`src/rtl/z80_bus_pkg.sv`:
```
// Z80 bus master shared definitions: command encodings, FSM state
// encoding and the default T-state length in system clocks.
package z80_bus_pkg;

    localparam int TSTATE_CLKS_DEF = 2;

    typedef enum logic [1:0] {
        CMD_MEMRD = 2'b00,
        CMD_MEMWR = 2'b01,
        CMD_IORD  = 2'b10,
        CMD_IOWR  = 2'b11
    } cmd_type_e;

    typedef enum logic [2:0] {
        ST_IDLE = 3'd0,
        ST_T1   = 3'd1,
        ST_T2   = 3'd2,
        ST_TW   = 3'd3,
        ST_T3   = 3'd4,
        ST_DONE = 3'd5
    } state_e;

    // Bit 1 of the command type selects IO space, bit 0 selects a write.
    function automatic logic cmd_is_io(input logic [1:0] t);
        return t[1];
    endfunction

    function automatic logic cmd_is_wr(input logic [1:0] t);
        return t[0];
    endfunction

endpackage

```
`src/rtl/z80_tstate_timer.sv`:
```
// T-state timer: down-counter that measures one Z80 T-state in system clocks.
// Ports:
//   clk, reset_n  clock, asynchronous active-low reset
//   restart       reload the counter (asserted on every state entry)
//   last          high on the last system clock of the current T-state
module z80_tstate_timer
    import z80_bus_pkg::*;
#(
    parameter int TSTATE_CLKS = TSTATE_CLKS_DEF
) (
    input  logic clk,
    input  logic reset_n,
    input  logic restart,
    output logic last
);

    localparam logic [7:0] RELOAD = 8'(TSTATE_CLKS - 1);

    logic [7:0] cnt;

    always_ff @(posedge clk or negedge reset_n) begin
        if (!reset_n)
            cnt <= '0;
        else if (restart)
            cnt <= RELOAD;
        else if (cnt != '0)
            cnt <= cnt - 8'd1;
    end

    assign last = (cnt == '0);

endmodule

```
`src/rtl/z80_bus_master.sv`:
```
// Z80 bus master: turns single commands into Z80 memory / IO bus cycles
// (T1, T2, optional TW, T3) and returns a one-clock response pulse.
// Ports:
//   clk, reset_n                       clock, asynchronous active-low reset
//   cmd_valid/cmd_ready/cmd_type/
//   cmd_addr/cmd_wdata                 command handshake
//   rsp_valid/rsp_rdata/rsp_err        response (rsp_err = wait timeout)
//   A, D_out, D_oe, D_in               address and split data bus
//   MREQ_n, IORQ_n, RD_n, WR_n         active-low strobes
//   WAIT_n                             synchronised wait request
// Build option: define Z80_BUS_MASTER_WAIT_EN to honour WAIT_n with a
// wait-state counter and timeout abort; otherwise WAIT_n is ignored.
module z80_bus_master
    import z80_bus_pkg::*;
#(
    parameter int TSTATE_CLKS  = TSTATE_CLKS_DEF,
    parameter int WAIT_TIMEOUT = 255
) (
    input  logic        clk,
    input  logic        reset_n,
    input  logic        cmd_valid,
    output logic        cmd_ready,
    input  logic [1:0]  cmd_type,
    input  logic [15:0] cmd_addr,
    input  logic [7:0]  cmd_wdata,
    output logic        rsp_valid,
    output logic [7:0]  rsp_rdata,
    output logic        rsp_err,
    output logic [15:0] A,
    output logic [7:0]  D_out,
    output logic        D_oe,
    input  logic [7:0]  D_in,
    output logic        MREQ_n,
    output logic        IORQ_n,
    output logic        RD_n,
    output logic        WR_n,
    input  logic        WAIT_n
);

    state_e      state_q, state_d;
    logic [1:0]  type_q;
    logic [15:0] addr_q;
    logic [7:0]  wdata_q;
    logic [7:0]  rdata_q;
    logic        last;
    logic        restart;
    logic        strobe_ph;   // T2/TW/T3: select and RD/WR strobes active
    logic        drive_ph;    // T1..T3: write data driven

    // IDLE reloads continuously so T1 starts with a full count; every later
    // state change happens on a T-state boundary, which also reloads.
    assign restart = (state_q == ST_IDLE) || (state_q == ST_DONE) || last;

    z80_tstate_timer #(.TSTATE_CLKS(TSTATE_CLKS)) u_timer (
        .clk     (clk),
        .reset_n (reset_n),
        .restart (restart),
        .last    (last)
    );

`ifdef Z80_BUS_MASTER_WAIT_EN
    logic [7:0] wcnt_q;
    logic       err_q;
    logic       wcnt_inc;
    logic       abort;
`else
    logic unused_wait;
    assign unused_wait = WAIT_n ^ (WAIT_TIMEOUT != 0);
`endif

    always_comb begin
        state_d = state_q;
`ifdef Z80_BUS_MASTER_WAIT_EN
        wcnt_inc = 1'b0;
        abort    = 1'b0;
`endif
        case (state_q)
            ST_IDLE: if (cmd_valid) state_d = ST_T1;
            ST_T1:   if (last) state_d = ST_T2;
            ST_T2: begin
                if (last) begin
                    state_d = ST_T3;
                    if (cmd_is_io(type_q)) begin
                        state_d = ST_TW;   // automatic IO wait, not counted
                    end
`ifdef Z80_BUS_MASTER_WAIT_EN
                    else if (!WAIT_n) begin
                        if (wcnt_q == 8'(WAIT_TIMEOUT)) begin
                            abort   = 1'b1;
                            state_d = ST_DONE;
                        end else begin
                            wcnt_inc = 1'b1;
                            state_d  = ST_TW;
                        end
                    end
`endif
                end
            end
            ST_TW: begin
                if (last) begin
                    state_d = ST_T3;
`ifdef Z80_BUS_MASTER_WAIT_EN
                    if (!WAIT_n) begin
                        if (wcnt_q == 8'(WAIT_TIMEOUT)) begin
                            abort   = 1'b1;
                            state_d = ST_DONE;
                        end else begin
                            wcnt_inc = 1'b1;
                            state_d  = ST_TW;
                        end
                    end
`endif
                end
            end
            ST_T3:   if (last) state_d = ST_DONE;
            ST_DONE: state_d = ST_IDLE;
            default: state_d = ST_IDLE;
        endcase
    end

    always_ff @(posedge clk or negedge reset_n) begin
        if (!reset_n) begin
            state_q <= ST_IDLE;
            type_q  <= '0;
            addr_q  <= '0;
            wdata_q <= '0;
            rdata_q <= '0;
        end else begin
            state_q <= state_d;
            if (state_q == ST_IDLE && cmd_valid) begin
                type_q  <= cmd_type;
                addr_q  <= cmd_addr;
                wdata_q <= cmd_wdata;
            end
            if (state_q == ST_T3 && last && !cmd_is_wr(type_q))
                rdata_q <= D_in;
        end
    end

`ifdef Z80_BUS_MASTER_WAIT_EN
    // Counter stops at WAIT_TIMEOUT (abort fires instead of incrementing),
    // so it never wraps.
    always_ff @(posedge clk or negedge reset_n) begin
        if (!reset_n) begin
            wcnt_q <= '0;
            err_q  <= 1'b0;
        end else if (state_q == ST_IDLE && cmd_valid) begin
            wcnt_q <= '0;
            err_q  <= 1'b0;
        end else begin
            if (wcnt_inc) wcnt_q <= wcnt_q + 8'd1;
            if (abort)    err_q  <= 1'b1;
        end
    end
    assign rsp_err = (state_q == ST_DONE) && err_q;
`else
    assign rsp_err = 1'b0;
`endif

    // Bus outputs decode straight from flops so reset forces them at once.
    assign strobe_ph = (state_q == ST_T2) || (state_q == ST_TW) || (state_q == ST_T3);
    assign drive_ph  = strobe_ph || (state_q == ST_T1);

    assign cmd_ready = (state_q == ST_IDLE);
    assign rsp_valid = (state_q == ST_DONE);
    assign rsp_rdata = rdata_q;
    assign A         = addr_q;
    assign D_out     = wdata_q;
    assign D_oe      = drive_ph && cmd_is_wr(type_q);
    assign MREQ_n    = !(strobe_ph && !cmd_is_io(type_q));
    assign IORQ_n    = !(strobe_ph &&  cmd_is_io(type_q));
    assign RD_n      = !(strobe_ph && !cmd_is_wr(type_q));
    assign WR_n      = !(strobe_ph &&  cmd_is_wr(type_q));

endmodule

```
`config.mk`:
```
export PLATFORM = sky130hd
export DESIGN_NAME = z80_bus_master
export DESIGN_NICKNAME = d
export VERILOG_FILES = /design/src/rtl/z80_bus_pkg.sv /design/src/rtl/z80_tstate_timer.sv /design/src/rtl/z80_bus_master.sv
export SDC_FILE = /design/constraint.sdc
export NUM_CORES = 1
export LEC_CHECK = 0
export CELL_PAD_IN_SITES_DETAIL_PLACEMENT = 2
export CELL_PAD_IN_SITES_GLOBAL_PLACEMENT = 2
export CORE_AREA = 5 5 113 72
export DETAILED_ROUTE_END_ITERATION = 16
export DIE_AREA = 0 0 118 77
export PLACE_DENSITY = 0.9
export SLEW_MARGIN = 20
export SYNTH_ARGS = -nofsm -noshare
export SYNTH_HDL_FRONTEND = slang
export SYNTH_SLANG_ARGS = --single-unit
```
`constraint.sdc`:
```
create_clock -name clk -period 3 [get_ports clk]
set_clock_uncertainty 0.1 [all_clocks]
set_input_delay 0.9 -clock clk [delete_from_list [all_inputs] [get_ports clk]]
set_output_delay 0.9 -clock clk [all_outputs]
set_load 0.05 [all_outputs]
```
==> results of run 1 <==
registers in the layout (all words and copies together) (netlist names):
register	cells
A	16
D_out	8
rsp_rdata	8
state_q	3
type_q	2
u_timer.cnt	8
layer usage:
metal / up-vias / GRT usage [%]
li1: 683 / -
met1: 753 / 16.0
met2: 49 / 22.1
met3: 6 / 5.66
met4: 0 / 3.89
met5: - / 0
cell type report:
| class | count | area [um2] | area share (%) |
|---|---|---|---|
| Sequential cell | 45 | 1130 | 37.9 |
| Multi-Input combinational cell | 91 | 781 | 26.3 |
| Timing Repair Buffer | 79 | 761 | 25.6 |
| Clock buffer | 6 | 129 | 4.34 |
| Tap cell | 91 | 114 | 3.84 |
| Clock inverter | 2 | 38.8 | 1.31 |
| Inverter | 5 | 18.8 | 0.632 |
cell usage in the layout (no fill, tap or decap), types with 2 or more instances in the layout:
cell                               n
sky130_fd_sc_hd__buf_4            10
sky130_fd_sc_hd__a21oi_1           4
sky130_fd_sc_hd__or4_1             3
sky130_fd_sc_hd__inv_1             5
sky130_fd_sc_hd__or3b_2            2
sky130_fd_sc_hd__xnor2_1           2
sky130_fd_sc_hd__nor2_1            7
sky130_fd_sc_hd__nand2b_1          5
sky130_fd_sc_hd__o31ai_1           2
sky130_fd_sc_hd__ha_1              2
sky130_fd_sc_hd__nand2_1           4
sky130_fd_sc_hd__clkdlybuf4s50_1  68
sky130_fd_sc_hd__mux2_2           34
sky130_fd_sc_hd__clkbuf_16         5
sky130_fd_sc_hd__dfrtp_1          45
sky130_fd_sc_hd__o21ai_0           5
power by group through the flow:
stage	clock network [mW]	logic [mW]	registers, mW
after floorplan	0	0.771	1.67
after global placement	0	2.00	1.06
after detailed placement	0	2.05	1.09
after CTS	0.650	2.07	1.09
after global routing	0.686	2.15	1.12
final	0.624	2.04	1.08
how the worst min path moves through the flow:
stage,endpoint,slack [ns],cells past startpoint
after floorplan,type_q[0]$_DFFE_PN0P_,0.43,1
final,A[0]$_DFFE_PN0P_,0.33,1
after CTS,A[2]$_DFFE_PN0P_,0.32,1
after global routing,A[0]$_DFFE_PN0P_,0.33,1
after global placement,D_out[6]$_DFFE_PN0P_,0.39,1
after detailed placement,A[12]$_DFFE_PN0P_,0.40,1
stage by stage:
step | power [mW] | cells | setup slack, ns | hold slack [ns] | area, um2
2_1_floorplan | 2.44 | 148 | 0.364 | 0.433 | 1970
3_3_place_gp | 3.06 | 311 | 0.461 | 0.388 | 2800
3_5_place_dp | 3.14 | 311 | 0.400 | 0.396 | 2800
4_1_cts | 3.81 | 319 | 0.0777 | 0.323 | 2970
5_1_grt | 3.96 | 319 | 0.0200 | 0.328 | 2970
6_report | 3.74 | 319 | 0.104 | 0.328 | 2970
cells by family (layout without fill, tap and decap cells):
logic type,Yosys count,after routing,share of synthesized area [%]
flip-flops,45,45,57.2
AND/OR/NAND/NOR,35,35,12.3
multiplexers,34,34,19.5
AO/OA/AOI/OAI,16,16,5.15
buffers and inverters,12,92,3.12
XOR/XNOR,3,3,1.34
adder cells (fa/ha/maj),2,2,1.27
other,1,1,0.191
==> impl_metrics.json, run 1 <==
{
  "run_status": "finished clean",
  "grt_setup_unrepaired": "false",
  "clk_pin_slew_ns": 0.06,
  "critPathCapture": "cmd_ready",
  "floorplan.io_pins": 78,
  "finalNetCount": 267,
  "regToRegSetupSlack_ns": 0.93,
  "gp_routability_congestion": 0.746,
  "rr_worst_depth": 5,
  "yosys.area.top_type_share_pct": 57.2,
  "synth_ff_type": "sky130_fd_sc_hd__dfrtp_1",
  "dieHeight_um": 77,
  "overflow": 0,
  "vias_per_cell": 4.67,
  "p_int_mw": 2.04,
  "grt_start_max_net_pins": 24,
  "dpl_hpwl_um": 4350,
  "power_leakage_nw": 1.23,
  "power_switching_mw": 1.71,
  "wl_met1_um": 2480,
  "cts_tree": "yes",
  "clockPowerShare_pct": 16.7,
  "nature_of_the_critical_path_startpoint": "flop",
  "yosys.cell_types.count": 36,
  "antenna-diode-count": 0,
  "critPathMaxFanout": 9,
  "num-fill-cells": 717,
  "sum_of_negative_setup_slack_ns": 0,
  "postRouteWirelength_um": 5800,
  "crit_chain": "nor3_2, clkdlybuf4s50_1",
  "endpoint_kind": "primary output",
  "area_delta_synth_final_pct": 50.8,
  "report.final.setup_viol": 0,
  "slowest_delay_ns": 0.85,
  "worst_slew_margin_rel_pct": 61.1,
  "met2_wirelength_um": 2830,
  "antenna_left": 0,
  "path_depth": 2,
  "routed-via-count": 1491,
  "netlist_top_cells_count": "sky130_fd_sc_hd__dfrtp_1, sky130_fd_sc_hd__mux2_2, sky130_fd_sc_hd__nor2_1",
  "worstHoldPathType": "input pin to async pin",
  "synth.most_common_cell": "sky130_fd_sc_hd__dfrtp_1",
  "number_of_antenna_violations_at_the_first_check_in_global_routing": 0,
  "floorplan.rows": 24,
  "clock_path_buffers": 2,
  "combPwrFrac_pct": 54.4,
  "sequentialPowerShare_pct": 28.9,
  "timing_max_transition_violations_final": 0,
  "die_width_um": 118,
  "setup.worst_path.class": "flop to primary output",
  "detail_route.iter0.violations": 54,
  "synthesis.instances": 148,
  "finalWorstPathRequiredPeriod_ns": 2.90,
  "drtPass1Iterations": 4,
  "synth_edf_count": 0,
  "max_clk_rate_mhz": 345,
  "post_cts_resized": 0,
  "timing_worst_slew_pin_value_ns": 0.579,
  "maxCapViolCount": 0,
  "number_of_register_bits_inferred_by_synthesis": 45,
  "drcViolationCount": 0,
  "tritoncts_num_sinks": 45,
  "syn_nets": 188,
  "worst_skew_pair.late_latency_ns": 0.29,
  "finalCoreUtilization_pct": 42.2,
  "routed-wl-met3_um": 421,
  "netlist_area_um2": 1970,
  "synth_area_leaders": "sky130_fd_sc_hd__dfrtp_1, sky130_fd_sc_hd__mux2_2, sky130_fd_sc_hd__nand2b_1, sky130_fd_sc_hd__nor2_1, sky130_fd_sc_hd__ha_1",
  "grt_pass1_vias": 1723,
  "finalHoldViolations": 0,
  "power.switching_fraction_pct": 45.6,
  "critical_path_required_ns": 2.00,
  "grt_util_all_layers_pct": 13.4,
  "worstPathBufferInverterCount": 1,
  "final_min_period_over_clock_period_pct": 96.5,
  "async_flop_share_pct": 100,
  "maxUsedRoutingLayer": "met4",
  "cpMaxStageDelayCell": "sky130_fd_sc_hd__clkdlybuf4s50_1",
  "critical-path-top-delay-family": "buffers and inverters",
  "power-per-cell-area_nw_per_um2": 1260,
  "cts_max_level": 2,
  "worst-endpoint-arrival_ns": 1.90,
  "io_buffers": 75,
  "clock-root-buffer": "sky130_fd_sc_hd__clkbuf_16",
  "cts_hold_buffers": 0,
  "final_layout_size_suffix_gt1_share_pct": 26.8,
  "die_area_um2": 9090,
  "yosysSeqAreaShare_pct": 57.2,
  "ir_drop_uv": 503,
  "postCtsSetupBuffers": 0,
  "startpoint_of_the_worst_setup_timing_path": "state_q[2]$_DFFE_PN0P_",
  "core-area_um2": 7030,
  "synth_top_cell_by_area": "sky130_fd_sc_hd__dfrtp_1",
  "avgRoutedWirePerCell_um": 18.2,
  "yosysWarningCount": 0,
  "tritoncts.num_buffers": 5,
  "initial_core_util_pct": 28.0,
  "regToRegEndpoint": "rsp_rdata[4]$_DFFE_PN0P_",
  "reg2reg_from": "u_timer.cnt[0]$_DFFE_PN0P_",
  "post_synth.cell_area_avg_um2": 13.3,
  "grt_pass1_wl_um": 9550
}
(Power assumes the default switching activity.)
==> run 2, diff against run 1 <==
--- a/config.mk
+++ b/config.mk
@@ -11,7 +11,6 @@
 export DETAILED_ROUTE_END_ITERATION = 16
 export DIE_AREA = 0 0 118 77
 export PLACE_DENSITY = 0.9
-export SLEW_MARGIN = 20
 export SYNTH_ARGS = -nofsm -noshare
 export SYNTH_HDL_FRONTEND = slang
 export SYNTH_SLANG_ARGS = --single-unit
==> results of run 2 <==
No change in the layout: final DEF, timing and power equal those of run 1.
